==> src/rtl/ram_arb_pkg.sv <==
// Shared types and helpers for the cache-to-RAM round-robin arbiter.
package ram_arb_pkg;

    typedef enum logic {IDLE, BURST} arb_state_t;

    localparam int DATA_WIDTH = 32;

    function automatic int beats(input int word_offset_width);
        return 1 << word_offset_width;
    endfunction

endpackage

==> src/rtl/rr_picker.sv <==
// Combinational round-robin pick: first requester at or after ptr, wrapping.
module rr_picker #(
    parameter int NUM_PORTS = 2,
    parameter int PTR_WIDTH = (NUM_PORTS > 1) ? $clog2(NUM_PORTS) : 1
) (
    input  logic [NUM_PORTS-1:0] req,
    input  logic [PTR_WIDTH-1:0] ptr,
    output logic [NUM_PORTS-1:0] winner,
    output logic                 valid
);

    always_comb begin
        winner = '0;
        valid  = 1'b0;
        for (int k = 0; k < NUM_PORTS; k++) begin
            if (!valid && req[(int'(ptr) + k) % NUM_PORTS]) begin
                winner[(int'(ptr) + k) % NUM_PORTS] = 1'b1;
                valid = 1'b1;
            end
        end
    end

endmodule

==> src/rtl/ram_arbiter.sv <==
// Shares one word-wide RAM port between NUM_PORTS cache controllers; the grant
// is held for a whole line burst and RAM completions are steered to the owner.
module ram_arbiter
    import ram_arb_pkg::*;
#(
    parameter int NUM_PORTS         = 2,
    parameter int ADDRESS_WIDTH     = 16,
    parameter int WORD_OFFSET_WIDTH = 2
) (
    input  logic                             clk,
    input  logic                             rst,
    input  logic [NUM_PORTS*ADDRESS_WIDTH-1:0] req_address,
    input  logic [NUM_PORTS-1:0]             req_rd,
    input  logic [NUM_PORTS-1:0]             req_wr,
    input  logic [NUM_PORTS*DATA_WIDTH-1:0]  req_data_wr,
    output logic [NUM_PORTS-1:0]             req_data_valid,
    output logic [DATA_WIDTH-1:0]            req_data_rd,
    output logic [NUM_PORTS-1:0]             grant,
    output logic [ADDRESS_WIDTH-1:0]         ram_address,
    output logic                             ram_rd,
    output logic                             ram_wr,
    output logic [DATA_WIDTH-1:0]            ram_data_wr,
    input  logic [DATA_WIDTH-1:0]            ram_data_rd,
    input  logic                             ram_data_valid
);

    localparam int PW    = $clog2(NUM_PORTS);
    localparam int BEATS = beats(WORD_OFFSET_WIDTH);
    localparam logic [WORD_OFFSET_WIDTH-1:0] LAST_BEAT = WORD_OFFSET_WIDTH'(BEATS - 1);

    arb_state_t                   state;
    logic [NUM_PORTS-1:0]         pending;
    logic [NUM_PORTS-1:0]         pend_wr;
    logic [PW-1:0]                owner;
    logic [PW-1:0]                rr_ptr;
    logic [WORD_OFFSET_WIDTH-1:0] beat_cnt;

    logic [NUM_PORTS-1:0] cmd;
    logic [NUM_PORTS-1:0] req_vec;
    logic [NUM_PORTS-1:0] win_onehot;
    logic                 win_valid;
    logic [PW-1:0]        win_idx;
    logic [NUM_PORTS-1:0] eff_wr;
    logic [NUM_PORTS-1:0] cap_mask;
    logic                 last_beat;

    assign cmd     = req_rd | req_wr;
    assign req_vec = pending | cmd;

    rr_picker #(.NUM_PORTS(NUM_PORTS), .PTR_WIDTH(PW)) u_picker (
        .req    (req_vec),
        .ptr    (rr_ptr),
        .winner (win_onehot),
        .valid  (win_valid)
    );

    // A fresh command this cycle decides the op; otherwise the latched one does.
    always_comb begin
        win_idx = '0;
        eff_wr  = '0;
        for (int i = 0; i < NUM_PORTS; i++) begin
            if (win_onehot[i]) win_idx = PW'(i);
            eff_wr[i] = cmd[i] ? req_wr[i] : pend_wr[i];
        end
    end

    assign last_beat = (state == BURST) && ram_data_valid && (beat_cnt == LAST_BEAT);

    // The owner's own commands are only latched on its final beat.
    assign cap_mask = ((state == BURST) && !last_beat) ? ~grant : '1;

    assign req_data_valid = (state == BURST) ? (grant & {NUM_PORTS{ram_data_valid}}) : '0;
    assign req_data_rd    = ram_data_rd;

    always_ff @(posedge clk) begin
        if (rst) begin
            state       <= IDLE;
            pending     <= '0;
            pend_wr     <= '0;
            grant       <= '0;
            owner       <= '0;
            rr_ptr      <= '0;
            beat_cnt    <= '0;
            ram_address <= '0;
            ram_rd      <= 1'b0;
            ram_wr      <= 1'b0;
            ram_data_wr <= '0;
        end else begin
            for (int i = 0; i < NUM_PORTS; i++) begin
                if (cap_mask[i] && cmd[i]) begin
                    pending[i] <= 1'b1;
                    pend_wr[i] <= req_wr[i];
                end
            end

            case (state)
                IDLE: begin
                    ram_rd <= 1'b0;
                    ram_wr <= 1'b0;
                    if (win_valid) begin
                        state             <= BURST;
                        grant             <= win_onehot;
                        owner             <= win_idx;
                        beat_cnt          <= '0;
                        ram_address       <= req_address[win_idx*ADDRESS_WIDTH +: ADDRESS_WIDTH];
                        ram_data_wr       <= req_data_wr[win_idx*DATA_WIDTH +: DATA_WIDTH];
                        ram_rd            <= ~eff_wr[win_idx];
                        ram_wr            <= eff_wr[win_idx];
                        pending[win_idx]  <= 1'b0;
                        pend_wr[win_idx]  <= 1'b0;
                    end
                end
                BURST: begin
                    ram_address <= req_address[owner*ADDRESS_WIDTH +: ADDRESS_WIDTH];
                    ram_data_wr <= req_data_wr[owner*DATA_WIDTH +: DATA_WIDTH];
                    ram_rd      <= req_rd[owner];
                    ram_wr      <= req_wr[owner];
                    if (ram_data_valid) beat_cnt <= beat_cnt + 1'b1;
                    if (last_beat) begin
                        state  <= IDLE;
                        grant  <= '0;
                        rr_ptr <= (owner == PW'(NUM_PORTS - 1)) ? '0 : owner + 1'b1;
                        ram_rd <= 1'b0;
                        ram_wr <= 1'b0;
                    end
                end
                default: state <= IDLE;
            endcase
        end
    end

endmodule

==> config.mk <==
export PLATFORM = sky130hd
export DESIGN_NAME = ram_arbiter
export DESIGN_NICKNAME = d
export VERILOG_FILES = /design/src/rtl/ram_arb_pkg.sv /design/src/rtl/rr_picker.sv /design/src/rtl/ram_arbiter.sv
export SDC_FILE = /design/constraint.sdc
export NUM_CORES = 1
export LEC_CHECK = 0
export ABC_AREA = 1
export BUFFER_PORTS_ARGS = -buffer_cell sky130_fd_sc_hd__clkbuf_2
export CAP_MARGIN = 15
export CORE_AREA = 2 2 93 95
export CTS_CLUSTER_SIZE = 20
export DETAILED_ROUTE_END_ITERATION = 6
export DIE_AREA = 0 0 95 97
export GPL_ROUTABILITY_DRIVEN = 0
export PLACE_DENSITY = 0.86
export RECOVER_POWER = 25
export SLEW_MARGIN = 20
export SYNTH_ARGS = -nofsm -noshare
export SYNTH_HDL_FRONTEND = slang
export SYNTH_SLANG_ARGS = --single-unit
==> constraint.sdc <==
create_clock -name clk -period 1.4 [get_ports clk]
set_input_delay 0.28 -clock clk [delete_from_list [all_inputs] [get_ports clk]]
set_output_delay 0.28 -clock clk [all_outputs]
set_load 0.005 [all_outputs]
==> results of run 1 <==
cells by family (layout without fill, tap and decap cells):
logic type               count (synthesis)  in the layout
AO/OA/AOI/OAI                          119            119
buffers and inverters                  133            261
adder cells (fa/ha/maj)                  1              1
flip-flops                              61             61
AND/OR/NAND/NOR                        230            230
synth_stat cells:
master / instances / area [um^2]
ha_1: 1 / 12.5
a21oi_1: 61 / 305
o21ai_1: 13 / 65.1
inv_2: 9 / 33.8
clkbuf_1: 19 / 71.3
a211oi_1: 1 / 7.51
o21ai_0: 43 / 215
inv_1: 55 / 206
clkinv_1: 1 / 3.75
nand2_1: 69 / 259
dfxtp_1: 61 / 1220
buf_4: 32 / 240
buf_6: 5 / 56.3
nand2_2: 5 / 31.3
nand3_1: 51 / 255
buf_2: 7 / 35.0
nor2_1: 100 / 375
nand3_4: 1 / 17.5
buf_1: 5 / 18.8
o21bai_1: 1 / 7.51
nand3_2: 1 / 10.0
nor2_4: 2 / 22.5
nor2_2: 1 / 6.26
cell type report:
cell class                      count  area [um^2]
Fill cell                         719         3340
Multi-Input combinational cell    350         1790
Sequential cell                    61         1230
Timing Repair Buffer              180         1190
Inverter                           65          249
Clock buffer                       12          135
Tap cell                          105          131
Clock inverter                      4         72.6
worst max-delay path, stage by stage, from the launching register on:
cell,delay (ns)
dfxtp_4,0.35
buf_4,0.16
inv_4,0.07
nand3_4,0.09
buf_12,0.16
clkbuf_16,0.17
a21oi_1,0.17
nor2_1,0.07
nor2_1,0.09
registers in the layout, indices dropped and copies added (netlist names):
name	cells
ram_address	16
ram_wr	1
pending	2
ram_data_wr	32
ram_rd	1
grant	2
pend_wr	2
state	1
rr_ptr	1
owner	1
beat_cnt	2
worst max-delay path by stage:
stage	start	end	slack [ns]
after floorplan	owner	ram_data_wr[17]	0.09
after global placement	req_wr[1]	ram_address[10]	-0.06
after detailed placement	req_wr[1]	ram_data_wr[0]	-0.12
after CTS	state	req_data_valid[0]	0.008
after global routing	pending[1]	ram_address[3]	-0.07
final	state	ram_address[8]	0.001
what timing repair did:
| action | 4_1_cts | 5_1_grt |
|---|---|---|
| cloned | 0 | 8 |
| setup buffers | 1 | 2 |
| pin swaps | 0 | 21 |
| setup endpoints to repair | 2 | 35 |
| gates resized for setup | 5 | 65 |
layer usage:
layer	global-route usage, %	up-vias	share of wire (%)	wire (um)
met5	0	-	0	0
met4	9.14	0	2.4	256
met3	5.37	29	7.8	831
met2	34.8	179	48	5170
met1	23.1	1762	41	4400
li1	-	1942	-	-
power groups by stage:
stage / Combinational [mW] / Sequential [mW] / Clock, mW
2_1_floorplan: 0.705 / 2.03 / 0
3_3_place_gp: 1.05 / 2.02 / 0
3_5_place_dp: 1.09 / 2.03 / 0
4_1_cts: 1.10 / 1.99 / 1.72
5_1_grt: 1.51 / 2.01 / 1.81
6_report: 1.37 / 2.00 / 1.67
per-stage QoR:
stage	area [um^2]	instances	hold slack (ns)	setup TNS (ns)
2_1_floorplan	3480	544	0.433	0
4_1_cts	4380	767	0.212	0
5_1_grt	4800	777	0.223	-1.74
3_3_place_gp	4150	750	0.441	-1.55
3_5_place_dp	4150	750	0.451	-3.63
6_report	4800	777	0.229	0
==> results.json, run 1 <==
{
  "clock_latency_ns": 0.33,
  "setup_viol": 0,
  "clock_path_buffers": 2,
  "cts_buffers": 9,
  "cts_hold_buffers": 0,
  "slew_viol_final": 0,
  "seqPwrFrac_pct": 39.7,
  "hold_depth": 2,
  "power_report.internal_total_mw": 3.54,
  "drt-wirelength-per-cell_um": 13.7,
  "swShare_pct": 29.8,
  "netSwitchingPower_mw": 1.50,
  "gr-total-overflow": 0,
  "hold_violations": 0,
  "place_ws_ns": -0.122,
  "antenna_found_initial": 0,
  "hpwl_mm": 6.64,
  "layout-drive-gt1-share_pct": 38.7,
  "outcome": "finished clean",
  "die_w_um": 95,
  "min_period_ns": 1.40,
  "area_growth_pct": 38.0,
  "wl_mm": 10.7,
  "fmax_ghz": 0.715,
  "synth_cells": 544,
  "antenna_cells": 0,
  "final_cell_mix": "clkbuf_2, nor2_1, nand2_1",
  "min_to": "grant[0]",
  "rsz0062_at_grt": "yes",
  "pwr-share-comb_pct": 27.1,
  "worstMarginPinSlew_ns": 0.238,
  "synthAdderAreaFrac_pct": 0.360,
  "nNetsFinal": 803,
  "initialDrtViolationCount": 132,
  "worst_ep_required_time_ns": 1.67,
  "core_area_mm2": 0.00813,
  "crit_fanout": 12,
  "cts_tree": "built",
  "worst_setup_path_end_kind": "flop",
  "routed_via_density": 5.03,
  "clock_skew_ns": 0.00661,
  "drv_cap": 0,
  "synthMuxAreaShare_pct": 0,
  "utilization_pct": 59.0,
  "ir_drop_mv": 0.514,
  "r2r_slack_ns": 0.001,
  "path_clk_slew_ns": 0.07,
  "cellPowerDensity_mw_per_mm2": 1050,
  "fin_ws_ns": 0.00114,
  "syn_avg_cell_area_um2": 6.39,
  "first_global_vias": 3549,
  "io_buffers": 156,
  "layout_commonest_cell": "clkbuf_2",
  "synth_compound_area_share_pct": 17.3,
  "synth_area_mm2": 0.00348,
  "worstSetupPathType": "flop to flop",
  "initial_utilization_pct": 42.7,
  "synth_top_family_by_area": "simple AND/OR/NAND/NOR gates",
  "r2r.worst_path.cells": 8,
  "synth_cell_types": 23,
  "yosys.area_share.xor_xnor_pct": 0,
  "reg2reg_to": "ram_address[8]",
  "critPathLaunchType": "flop",
  "cts_sinks": 61,
  "hold_class": "input pin to flop",
  "syn_nets": 680,
  "h-tree-depth": 3,
  "reg2reg_from": "state",
  "min_period_over_period_pct": 99.9,
  "p_clk_share_pct": 33.2,
  "dieArea_mm2": 0.00922,
  "yosysWarnings": 0,
  "slew_headroom_pct": 84.1,
  "rows": 33,
  "grt_pass1_wl_mm": 15.2,
  "power.leakage_nw": 2.66,
  "dr_total_vias": 3912,
  "firstDrtPassIters": 5,
  "die_h_um": 97,
  "yosysSeqAreaShare_pct": 35.1,
  "power.total_mw": 5.03,
  "ys_seq_elements": 61,
  "antenna_left": 0,
  "synthSimpleGateAreaFrac_pct": 28.1,
  "pin_count": 221,
  "remaining_drc_errors": 0,
  "root_buffer": "clkbuf_8",
  "grt_max_degree": 54,
  "arrival_ns": 1.67,
  "hold_start": "rst",
  "grt_usage_pct": 20.3
}
Note: power is estimated with default switching activity, not from simulation.
==> run 2, diff against run 1 <==
Settings changed: BUFFER_PORTS_ARGS -buffer_cell sky130_fd_sc_hd__clkbuf_2 to -buffer_cell sky130_fd_sc_hd__buf_2, CORE_AREA 2 2 93 95 to 2 2 97 99, CTS_BUF_LIST from default to sky130_fd_sc_hd__clkbuf_8, DIE_AREA 0 0 95 97 to 0 0 99 101, PLACE_DENSITY 0.86 to 0.83.
Clock period 1.4 ns to 1.15 ns, I/O delays scaled along.
==> results.json, run 2 (synthesized netlist as in run 1, its figures left out) <==
{
  "grt_usage_pct": 18.0,
  "clock_path_buffers": 2,
  "slew_headroom_pct": 83.8,
  "dr_total_vias": 3856,
  "fmax_ghz": 0.726,
  "arrival_ns": 1.60,
  "antenna_found_initial": 1,
  "pin_count": 221,
  "die_h_um": 101,
  "slew_viol_final": 0,
  "wl_mm": 10.1,
  "cpLargestDelayFamily": "simple AND/OR/NAND/NOR gates",
  "core_area_mm2": 0.00898,
  "cts_hold_buffers": 0,
  "final_cell_mix": "buf_2, nor2_1, nand2_1",
  "h-tree-depth": 3,
  "io_buffers": 156,
  "seqCellArea_mm2": 0.00123,
  "ir_drop_mv": 0.587,
  "setup_viol": 56,
  "initialDrtViolationCount": 138,
  "cts_tree": "built",
  "nNetsFinal": 817,
  "cp-startpoint": "pending[0]",
  "stdcell_area_mm2": 0.00487,
  "slowest_delay_ns": 0.33,
  "root_buffer": "clkbuf_8",
  "fin_ws_ns": -0.227,
  "placedInstanceArea_mm2": 0.00429,
  "hold_violations": 0,
  "filler_cell_count": 872,
  "drt-wirelength-per-cell_um": 12.7,
  "grt_max_degree": 52,
  "firstDrtPassIters": 4,
  "hold_start": "rst",
  "outcome": "finished with violations",
  "cpMostUsedCell": "nor2_1",
  "path_clk_slew_ns": 0.07,
  "layout_commonest_cell": "buf_2",
  "worstSetupPathType": "flop to flop",
  "multi_input_area_mm2": 0.00176,
  "min_period_ns": 1.38,
  "largest_reg_flops": 32,
  "hold_class": "input pin to flop",
  "cts_sinks": 61,
  "critPathLaunchType": "flop",
  "reg2reg_from": "pending[0]",
  "remaining_drc_errors": 0,
  "top_register": "ram_data_wr",
  "gr-total-overflow": 0,
  "die_w_um": 99,
  "clock_latency_ns": 0.33,
  "dieArea_mm2": 0.0100,
  "place_ws_ns": -0.369,
  "worst_setup_path_end_kind": "flop",
  "cpMaxStageDelayCell": "dfxtp_1",
  "clock_skew_ns": 0.00589,
  "violations": "setup timing",
  "crit_buf_inv": 2,
  "worstMarginPinSlew_ns": 0.242,
  "min_period_over_period_pct": 120,
  "largestRegisters": "ram_data_wr x32, ram_address x16",
  "antenna_left": 0,
  "crit_fanout": 23,
  "power.leakage_nw": 2.74,
  "routed_via_density": 4.85,
  "first_global_vias": 3393,
  "area_growth_pct": 40.2,
  "initial_utilization_pct": 38.7,
  "cts_buffers": 9,
  "power.total_mw": 5.85,
  "crit_chain": "nor2_4 -> nand2_4 -> nand3_4 -> buf_12 -> clkbuf_16 -> a21oi_1 -> nor2_1 -> nor2_1",
  "grt_pass1_wl_mm": 14.8,
  "rows": 35,
  "utilization_pct": 54.3,
  "hold_ws_ns": 0.182,
  "hpwl_mm": 6.28,
  "rsz0062_at_grt": "yes",
  "layout-drive-gt1-share_pct": 38.5,
  "worst_ep_required_time_ns": 1.37,
  "cellPowerDensity_mw_per_mm2": 1200,
  "antenna_cells": 0,
  "drv_cap": 0
}
[run 2: per-layer routing]
metal	part of all wire [%]	GRT usage [%]
met5	0.069	0
met3	5.6	3.68
met2	51	32.2
met1	42	20.4
met4	1.9	8.32
[run 2: layout make-up]
| type | instances | area share (%) |
|---|---|---|
| sequential | 61 | 25.2 |
| clock inverter | 1 | 0.103 |
| timing repair buffer | 194 | 26.5 |
| tap | 111 | 2.85 |
| clock buffer | 13 | 3.67 |
| inverter | 65 | 5.67 |
| multi-input combinational | 350 | 36.0 |
[run 2: timing repair]
item                       4_1_cts  5_1_grt
pin swaps                        4        9
resized for setup               28       43
setup buffers                    3        2
gates cloned                     0        7
setup endpoints to repair       57       62
[run 2: final timing paths]
path	end	slack (ns)	cells after the start
max	ram_data_wr[21]	-0.23	8
min	grant[1]	0.18	2
max reg2reg	ram_data_wr[21]	-0.23	8
min reg2reg	pend_wr[0]	0.46	2
[run 2: where the power goes]
group / switching, mW / internal (mW) / leakage, nW
registers: 0.106 / 2.32 / 0.508
clock network: 0.779 / 0.991 / 0.0974
logic: 0.876 / 0.786 / 2.13
total: 1.76 / 4.09 / 2.74
[run 2: per-stage QoR]
stage,instances,TNS (ns)
2_1_floorplan,544,-1.89
3_3_place_gp,769,-14.05
3_5_place_dp,769,-16.11
4_1_cts,786,-6.60
5_1_grt,795,-14.75
6_report,795,-10.30
